[src/rtl/sseg_scan_mux.sv]
// ============================================================================
//  Module   : sseg_scan_mux
//  Function : Four-digit common-anode 7-segment scanner with per-slot capture,
//             anti-ghosting blank interval and frame pulse.
//  Revision : 1.0
// ============================================================================
`default_nettype none

module sseg_scan_mux #(
   parameter int REFRESH_DIV  = 100000,
   parameter int BLANK_CYCLES = 1000
) (
   input  logic        clk,
   input  logic        rst_n,
   input  logic [15:0] digits,
   input  logic [3:0]  dp_in,
   input  logic [3:0]  blank_in,
   output logic [3:0]  an,
   output logic [6:0]  seg,
   output logic        dp,
   output logic        frame_tick
);

   localparam int             c_CW    = (REFRESH_DIV > 1) ? $clog2(REFRESH_DIV) : 1;
   localparam logic [c_CW-1:0] c_LAST  = c_CW'(REFRESH_DIV - 1);
   localparam logic [c_CW-1:0] c_BLANK = c_CW'(BLANK_CYCLES);
   localparam logic [6:0]     c_DARK  = 7'b1111111;

   logic [c_CW-1:0] r_cnt;
   logic [1:0]      r_slot;
   logic [3:0]      r_nib;
   logic            r_dpb;
   logic            r_blk;

   logic            w_wrap;
   logic            w_drive;
   logic [6:0]      w_dec;
   logic [3:0]      w_an;
   logic [6:0]      w_seg;
   logic            w_dp;

   assign w_wrap = (r_cnt == c_LAST);

   // Slot prescaler and slot index
   always_ff @(posedge clk or negedge rst_n) begin
      if (!rst_n) begin
         r_cnt  <= '0;
         r_slot <= 2'd0;
      end else begin
         r_cnt <= w_wrap ? '0 : r_cnt + 1'b1;
         if (w_wrap) begin
            r_slot <= r_slot + 2'd1;
         end
      end
   end

   // Per-slot snapshot: inputs are frozen for the whole slot so a slot never tears
   always_ff @(posedge clk or negedge rst_n) begin
      if (!rst_n) begin
         r_nib <= 4'd0;
         r_dpb <= 1'b0;
         r_blk <= 1'b1;
      end else if (r_cnt == '0) begin
         r_nib <= digits[{r_slot, 2'b00} +: 4];
         r_dpb <= dp_in[r_slot];
         r_blk <= blank_in[r_slot];
      end
   end

   always_comb begin
      w_dec = c_DARK;
      case (r_nib)
         4'd0:    w_dec = 7'b1000000;
         4'd1:    w_dec = 7'b1111001;
         4'd2:    w_dec = 7'b0100100;
         4'd3:    w_dec = 7'b0110000;
         4'd4:    w_dec = 7'b0011001;
         4'd5:    w_dec = 7'b0010010;
         4'd6:    w_dec = 7'b0000010;
         4'd7:    w_dec = 7'b1111000;
         4'd8:    w_dec = 7'b0000000;
         4'd9:    w_dec = 7'b0010000;
         default: w_dec = c_DARK;
      endcase
   end

   assign w_drive = (r_cnt >= c_BLANK) && !r_blk;

   always_comb begin
      w_an  = 4'b1111;
      w_seg = c_DARK;
      w_dp  = 1'b1;
      if (w_drive) begin
         w_an  = ~(4'b0001 << r_slot);
         w_seg = w_dec;
         w_dp  = ~r_dpb;
      end
   end

   // Pin registers; the tick lands on the first cycle of slot 0
   always_ff @(posedge clk or negedge rst_n) begin
      if (!rst_n) begin
         an         <= 4'b1111;
         seg        <= c_DARK;
         dp         <= 1'b1;
         frame_tick <= 1'b0;
      end else begin
         an         <= w_an;
         seg        <= w_seg;
         dp         <= w_dp;
         frame_tick <= w_wrap && (r_slot == 2'd3);
      end
   end

endmodule

`default_nettype wire

[config.mk]
export PLATFORM = sky130hd
export DESIGN_NAME = sseg_scan_mux
export DESIGN_NICKNAME = d
export VERILOG_FILES = /design/src/rtl/sseg_scan_mux.sv
export SDC_FILE = /design/constraint.sdc
export NUM_CORES = 1
export LEC_CHECK = 0
export ABC_CLOCK_PERIOD_IN_PS = 4800
export CAP_MARGIN = 0
export CORE_ASPECT_RATIO = 1.1
export CORE_MARGIN = 10
export CORE_UTILIZATION = 40
export CTS_CLUSTER_SIZE = 40
export DETAILED_ROUTE_END_ITERATION = 6
export HOLD_SLACK_MARGIN = 0.02
export SLEW_MARGIN = 20
export SYNTH_ARGS = -nofsm -noshare
export SYNTH_HDL_FRONTEND = slang
export SYNTH_SLANG_ARGS = --single-unit
export TNS_END_PERCENT = 20
[constraint.sdc]
create_clock -name clk -period 4.8 [get_ports clk]
set_input_delay 0.96 -clock clk [delete_from_list [all_inputs] [get_ports clk]]
set_output_delay 0.96 -clock clk [all_outputs]
set_load 0.01 [all_outputs]
Word level (Yosys, flattened, before mapping)
Memories as Yosys holds them, arrays and structs flattened.
Cells that the tools add are included.
{ "classes": {"add_sub_neg": 2, "n_lt_le_gt_ge": 2, "eq_ne": 2, "shift": 2, "n_mux": 8, "n_bitwise": 2, "n_reduce_logical": 4} }
{ "op_table": {"columns": ["cell", "n"], "rows": [
  ["adder 17 x 1 -> 17 bit (second input constant)", 1],
  ["== test 17 bit (second input constant)", 1],
  [">= comparator 17 x 10 -> 1 bit (second input constant)", 1],
  ["logical NOT 17 bit", 1],
  ["2-to-1 mux 17 bit", 1],
  ["indexed part select 16 x 5 -> 4 bit", 1],
  ["2-to-1 mux 7 bit", 1],
  ["binary-select mux 1 bit (select 2 bit)", 2],
  ["2-to-1 mux 4 bit", 1],
  ["NOT 4 bit", 1],
  ["<< shifter 1 x 2 -> 4 bit (first input constant)", 1],
  ["< comparator 2 x 3 -> 1 bit (second input constant)", 1],
  ["2-to-1 mux 1 bit", 3],
  ["adder 2 x 1 -> 2 bit (second input constant)", 1],
  ["== test 2 bit (second input constant)", 1],
  ["logical AND 1 bit", 2],
  ["logical NOT 1 bit", 1],
  ["NOT 1 bit", 1]
]} }
{ "totals": {"register_bits": 38, "mem_bits_ro": 112, "input_bits": 26, "out_inout_bits": 13, "mem_count": 1} }
{ "mem_list": {"columns": ["name", "words", "width", "rd", "rd_ports_with_merged_regs", "write_ports", "line_no", "rtl"], "rows": [
  ["(name not given)", 16, 7, 1, 0, 0, "72", "case (r_nib)"]
]} }

Logic depth before layout (Yosys ltp)
{ "depth": {"depth_word": 3, "ltp_mapped": 7, "mapped_depth_nobuf": 6} }

Least setup slack after synthesis
No wires, ideal clock.
{ "synth_path": {"path_type": "reg2reg", "from": "register r_cnt[14]", "to": "register r_dpb", "arrival_time_ps": 1712, "t_required_ps": 4675, "setup_slack_ps": 2963, "stages_incl_launch_ff": 6, "path_buffers": 1, "path_cell_list": "dfrtp_1 or4_4 nor4_4 and3_1 buf_6 mux2_4"} }
{ "synth_between": {"elab_chain_len": 1} }
{ "synth_lines": {"columns": ["element", "line_no", "rtl"], "rows": [
  ["start: declaration", "29", "logic [c_CW-1:0] r_cnt;"],
  ["start signal: assignment", "50", "r_cnt <= w_wrap ? '0 : r_cnt + 1'b1;"],
  ["logical NOT 17 bit", "63", "end else if (r_cnt == '0) begin"],
  ["end signal: assignment", "65", "r_dpb <= dp_in[r_slot];"],
  ["end: declaration", "32", "logic r_dpb;"]
]} }
No other way between the ends.
A chain may end at the register's enable or synchronous reset.

Final worst setup path
{ "layout_path": {"from": "register seg[3]", "to": "output seg[3]"} }
{ "layout_lines": {"columns": ["element", "line_no", "rtl"], "rows": [
  ["start: declaration", "19", "output logic [6:0] seg,"],
  ["start signal: assignment", "104", "seg <= c_DARK;"],
  ["start signal: assignment", "109", "seg <= w_seg;"]
]} }
No word-level cell between the ends.

==> results <==
- Setup violations remaining at the end of the flow were counted as 0.
- The synthesized netlist cell count is 170.
- The period utilization is between 40% and 50%.
- For this design, the slowest cell found on the critical path is sky130_fd_sc_hd__clkdlybuf4s50_1.
- The buffer depth of the longest clock path is 2.
- The Yosys step of the flow raised 0 warnings.
- Of the cells placed in the final design, the portion with a size suffix greater than 1 is 16.8%.
- The time the final worst path needs with I/O delays and setup is roughly 2.3 ns.
- The timing-limited maximum frequency is 0.432 GHz.
- The startpoint type of the worst setup path is a register.
- Global routing finished with a remaining overflow of 0.
- The relative contribution of combinational cells to total power is 6.8%.
- The fraction of post-synthesis cell area in the top cell type by area is between 30% and 40%.
- The capturing element type of the critical path is a primary output.
- The tree built by TritonCTS fans out to 38 sinks.
- The maximum clock skew at final layout is approximately 0.0077 ns.
- The first-pass GRT wire length is 6980 µm.
- The max capacitance violation total is 0.
- The initial antenna violation count came to 0.
- Setup repair after global routing left no endpoint under its margin.
- During placement, the flow inserted port buffers numbering 38.
- From synthesis to final layout, the design area changed by 24.2%.
- The library cells used most frequently in the layout, excluding fill and tap cells, are 38 x sky130_fd_sc_hd__clkdlybuf4s50_1, 25 x sky130_fd_sc_hd__dfrtp_1, 14 x sky130_fd_sc_hd__nor2_1, 13 x sky130_fd_sc_hd__dfstp_2, 12 x sky130_fd_sc_hd__nand2_1.
- The primary flip-flop cell chosen by synthesis mapping is sky130_fd_sc_hd__dfrtp_1.
- The net total in the final layout is 244.
- Summed over all nets, the half-perimeter wirelength after detailed placement is 3280 µm.
- In this run the worst hold path is classified as reg2reg.
- The number of CTS-inserted buffers is 5.
- The number of antenna cells inserted is 0.
- The number of hold-slack violations in the final timing report is 0.
- Per report_power, the sequential group accounts for around half of the total.
- The clock share of power is a little over two fifths.
- The final RePlAce weighted congestion is 0.729.
- The routed wire length is 4180 µm.
- The routed via count divided by cell count is 5.20.
- The worst hold slack is 0.448 ns.
- For this configuration, the core starts out at a cell density of 40.9%.
- The clock tree from TritonCTS is done.
- The area of the multi-input gates is 950 µm².
- The highest layer used for signal routing is met4.
- Setup total negative slack on the finished layout was measured at 0 ns.
- Traced cell by cell, the critical path runs through clkdlybuf4s50_1.
- The relative max-transition margin is 47.8%.
- The final cell utilization of the core is about 51%.
- The mapped netlist covers a little over 2000 µm².
- The flip-flop and latch area is 967 µm².
- The count of nets left with antenna violations once routing finished came out at 0.
- The net count of the mapped netlist is around 210.
- The hold buffer count at CTS is 0.
- The via count of the first global-routing pass is approximately 1500.
- The part of the Yosys area used for sequential elements is 47.7%.
- The overall die width is 87.9 µm.
- The root buffer cell is sky130_fd_sc_hd__clkbuf_8.
- The number of different library cells in the post-synthesis netlist is 36.
- Summed over all instances, the cell type with the most area after synthesis is sky130_fd_sc_hd__dfrtp_1.
- The maximum number of pins on one net before global-route repair is 37.
- By area the synthesized netlist is led by sky130_fd_sc_hd__dfrtp_1 31%, sky130_fd_sc_hd__dfstp_2 17%, sky130_fd_sc_hd__ha_1 6.8%, sky130_fd_sc_hd__mux4_1 5.2%, sky130_fd_sc_hd__mux2_4 4.4%.
- The clock latency on the worst-skew pair is ~0.29 ns.
- The required time at the endpoint of the critical path is 3.84 ns.
- For this design the total switching power over the nets is 131 µW.
- The run finished with clean final reports.
- The total vias in the final route is 1383.
- The die covers approximately 8300 µm².
- In this run the vertical extent of the chip is ~95 µm.
- The final count of pins violating max slew is 0.
- The total design power is 636 µW.
- For the worst setup path, the data arrival time is 1.35 ns.
- The average detailed-routed wire length per instance is 15.7 µm.
- On the worst path, the slowest cell contributes a delay of 0.54 ns.
- The critical path's top delay family is buffers and inverters.
- For this run, the total global-route usage over all layers was measured as 10.8%.
- For the pin with the worst max-slew slack, the measured transition is 0.782 ns.
- The met1 routed wirelength after detailed routing is 1610 µm.
- The setup path with the least slack is of type reg2out.
- Net switching is 20.6% of the power.
- Counting the fill cells in the layout gives 454.
- The total area inside the core boundary comes to ~5000 µm².
- The commonest non-fill, non-tap cell in the layout is sky130_fd_sc_hd__clkdlybuf4s50_1.
- Along the worst path, the maximum fanout reaches 1.
- The number of levels the H-tree was split into is 2.
- The post-synthesis sequential element count is 38.
- Power spread over the standard cell area amounts to 252 nW/µm².
- The first detailed-routing pass ran for 4 iterations.
- 39 I/O pins were placed.
- The number of enable flip-flop cells after synthesis is 0.
- Averaged over all synthesized cells, the footprint is 11.9 µm².
- After the first detailed-routing iteration, the DRC count stood at 33.
- For this run, design rule violations remaining after detail routing come to 0.
- After floorplanning, the core was divided into 27 placement rows.
- The routed design uses between 200 and 250 µm of met3 wire.
- The share of async-settable or async-resettable flops after synthesis is 100%.
- The internal power component is between 500 and 600 µW.
- The worst ir drop on vdd is 0.149 mV.
- Detailed routing placed a total of about 2300 µm of wire on met2.
- Summed over all cells, the static leakage comes to about 0.0011 µW.
- The number of setup buffers added after CTS is 0.
- Post-CTS repair changed the size of 0 cells.
- Clock-pin slew was measured on the worst setup and hold paths at 0.07 ns.
- The number of buffers and inverters on the critical path is 1.
-- logic make-up after synthesis --
kind of cell / count (synthesis) / share of synthesized area [%]
AOI/OAI and AO/OA: 16 / 4.19
DFF: 38 / 47.7
and+or+nand+nor: 59 / 16.9
muxes: 14 / 12.9
adders and majority gates: 11 / 6.78
xor gates and xnor gates: 14 / 6.04
buffers and inverters: 18 / 5.55
-- power groups by stage --
stage | Combinational [µW] | Sequential [µW] | Clock, µW
3_5_place_dp | 44.3 | 333 | 0
4_1_cts | 44.4 | 328 | 273
6_report | 43.4 | 328 | 265
3_3_place_gp | 42.9 | 333 | 0
5_1_grt | 48.2 | 328 | 286
2_1_floorplan | 18.3 | 331 | 0
-- registers in the layout (all words and copies together), names as in the netlist --
name and cells:
r_nib 4, r_dpb 1, frame_tick 1, r_blk 1
r_cnt 17, seg 7, dp 1, r_slot 2
an 4
-- metal layers --
layer,vias to the layer above,GRT usage [%]
met5,-,0
met4,0,4.79
met3,7,3.62
met2,20,19.7
met1,692,10.9
li1,664,-
-- synth_stat cells (all sizes together), types with 4 or more instances --
| library cell | n |
|---|---|
| nand4 | 4 |
| nor2 | 14 |
| ha | 11 |
| dfstp | 13 |
| nor4 | 4 |
| dfrtp | 25 |
| inv | 9 |
| a21oi | 7 |
| nand2b | 4 |
| and4 | 4 |
| mux2 | 7 |
| nand2 | 12 |
| buf | 4 |
| clkbuf | 5 |
| xnor2 | 7 |
| nand3 | 7 |
| xor2 | 7 |
| mux4 | 6 |
| o21ai | 6 |
-- metrics by stage --
stage                     area, µm²  setup WS [ns]  instances
after floorplan                2030           2.96        170
after global placement         2410           2.57        258
after detailed placement       2410           2.52        258
after CTS                      2520           2.46        266
after global routing           2520           2.39        266
final                          2520           2.49        266
-- worst paths after layout --
check	cells past startpoint	slack, ns	endpoint	start
setup / recovery	1	2.49	seg[3]	seg[3]
hold / removal	1	0.45	dp	r_dpb
setup reg to reg	5	2.54	r_slot[1]	r_cnt[0]
hold reg to reg	1	0.45	dp	r_dpb
max in group asynchronous	2	3.29	r_blk	rst_n
min in group asynchronous	1	0.83	r_nib[2]	rst_n
-- final cells by class --
type | instances | area share [%]
Inverter | 9 | 1.34
Clock inverter | 3 | 1.59
Sequential cell | 38 | 38.4
Clock buffer | 5 | 2.73
Timing Repair Buffer | 39 | 15.4
Tap cell | 58 | 2.88
Multi-Input combinational cell | 114 | 37.7
(Power assumes the default switching activity.)
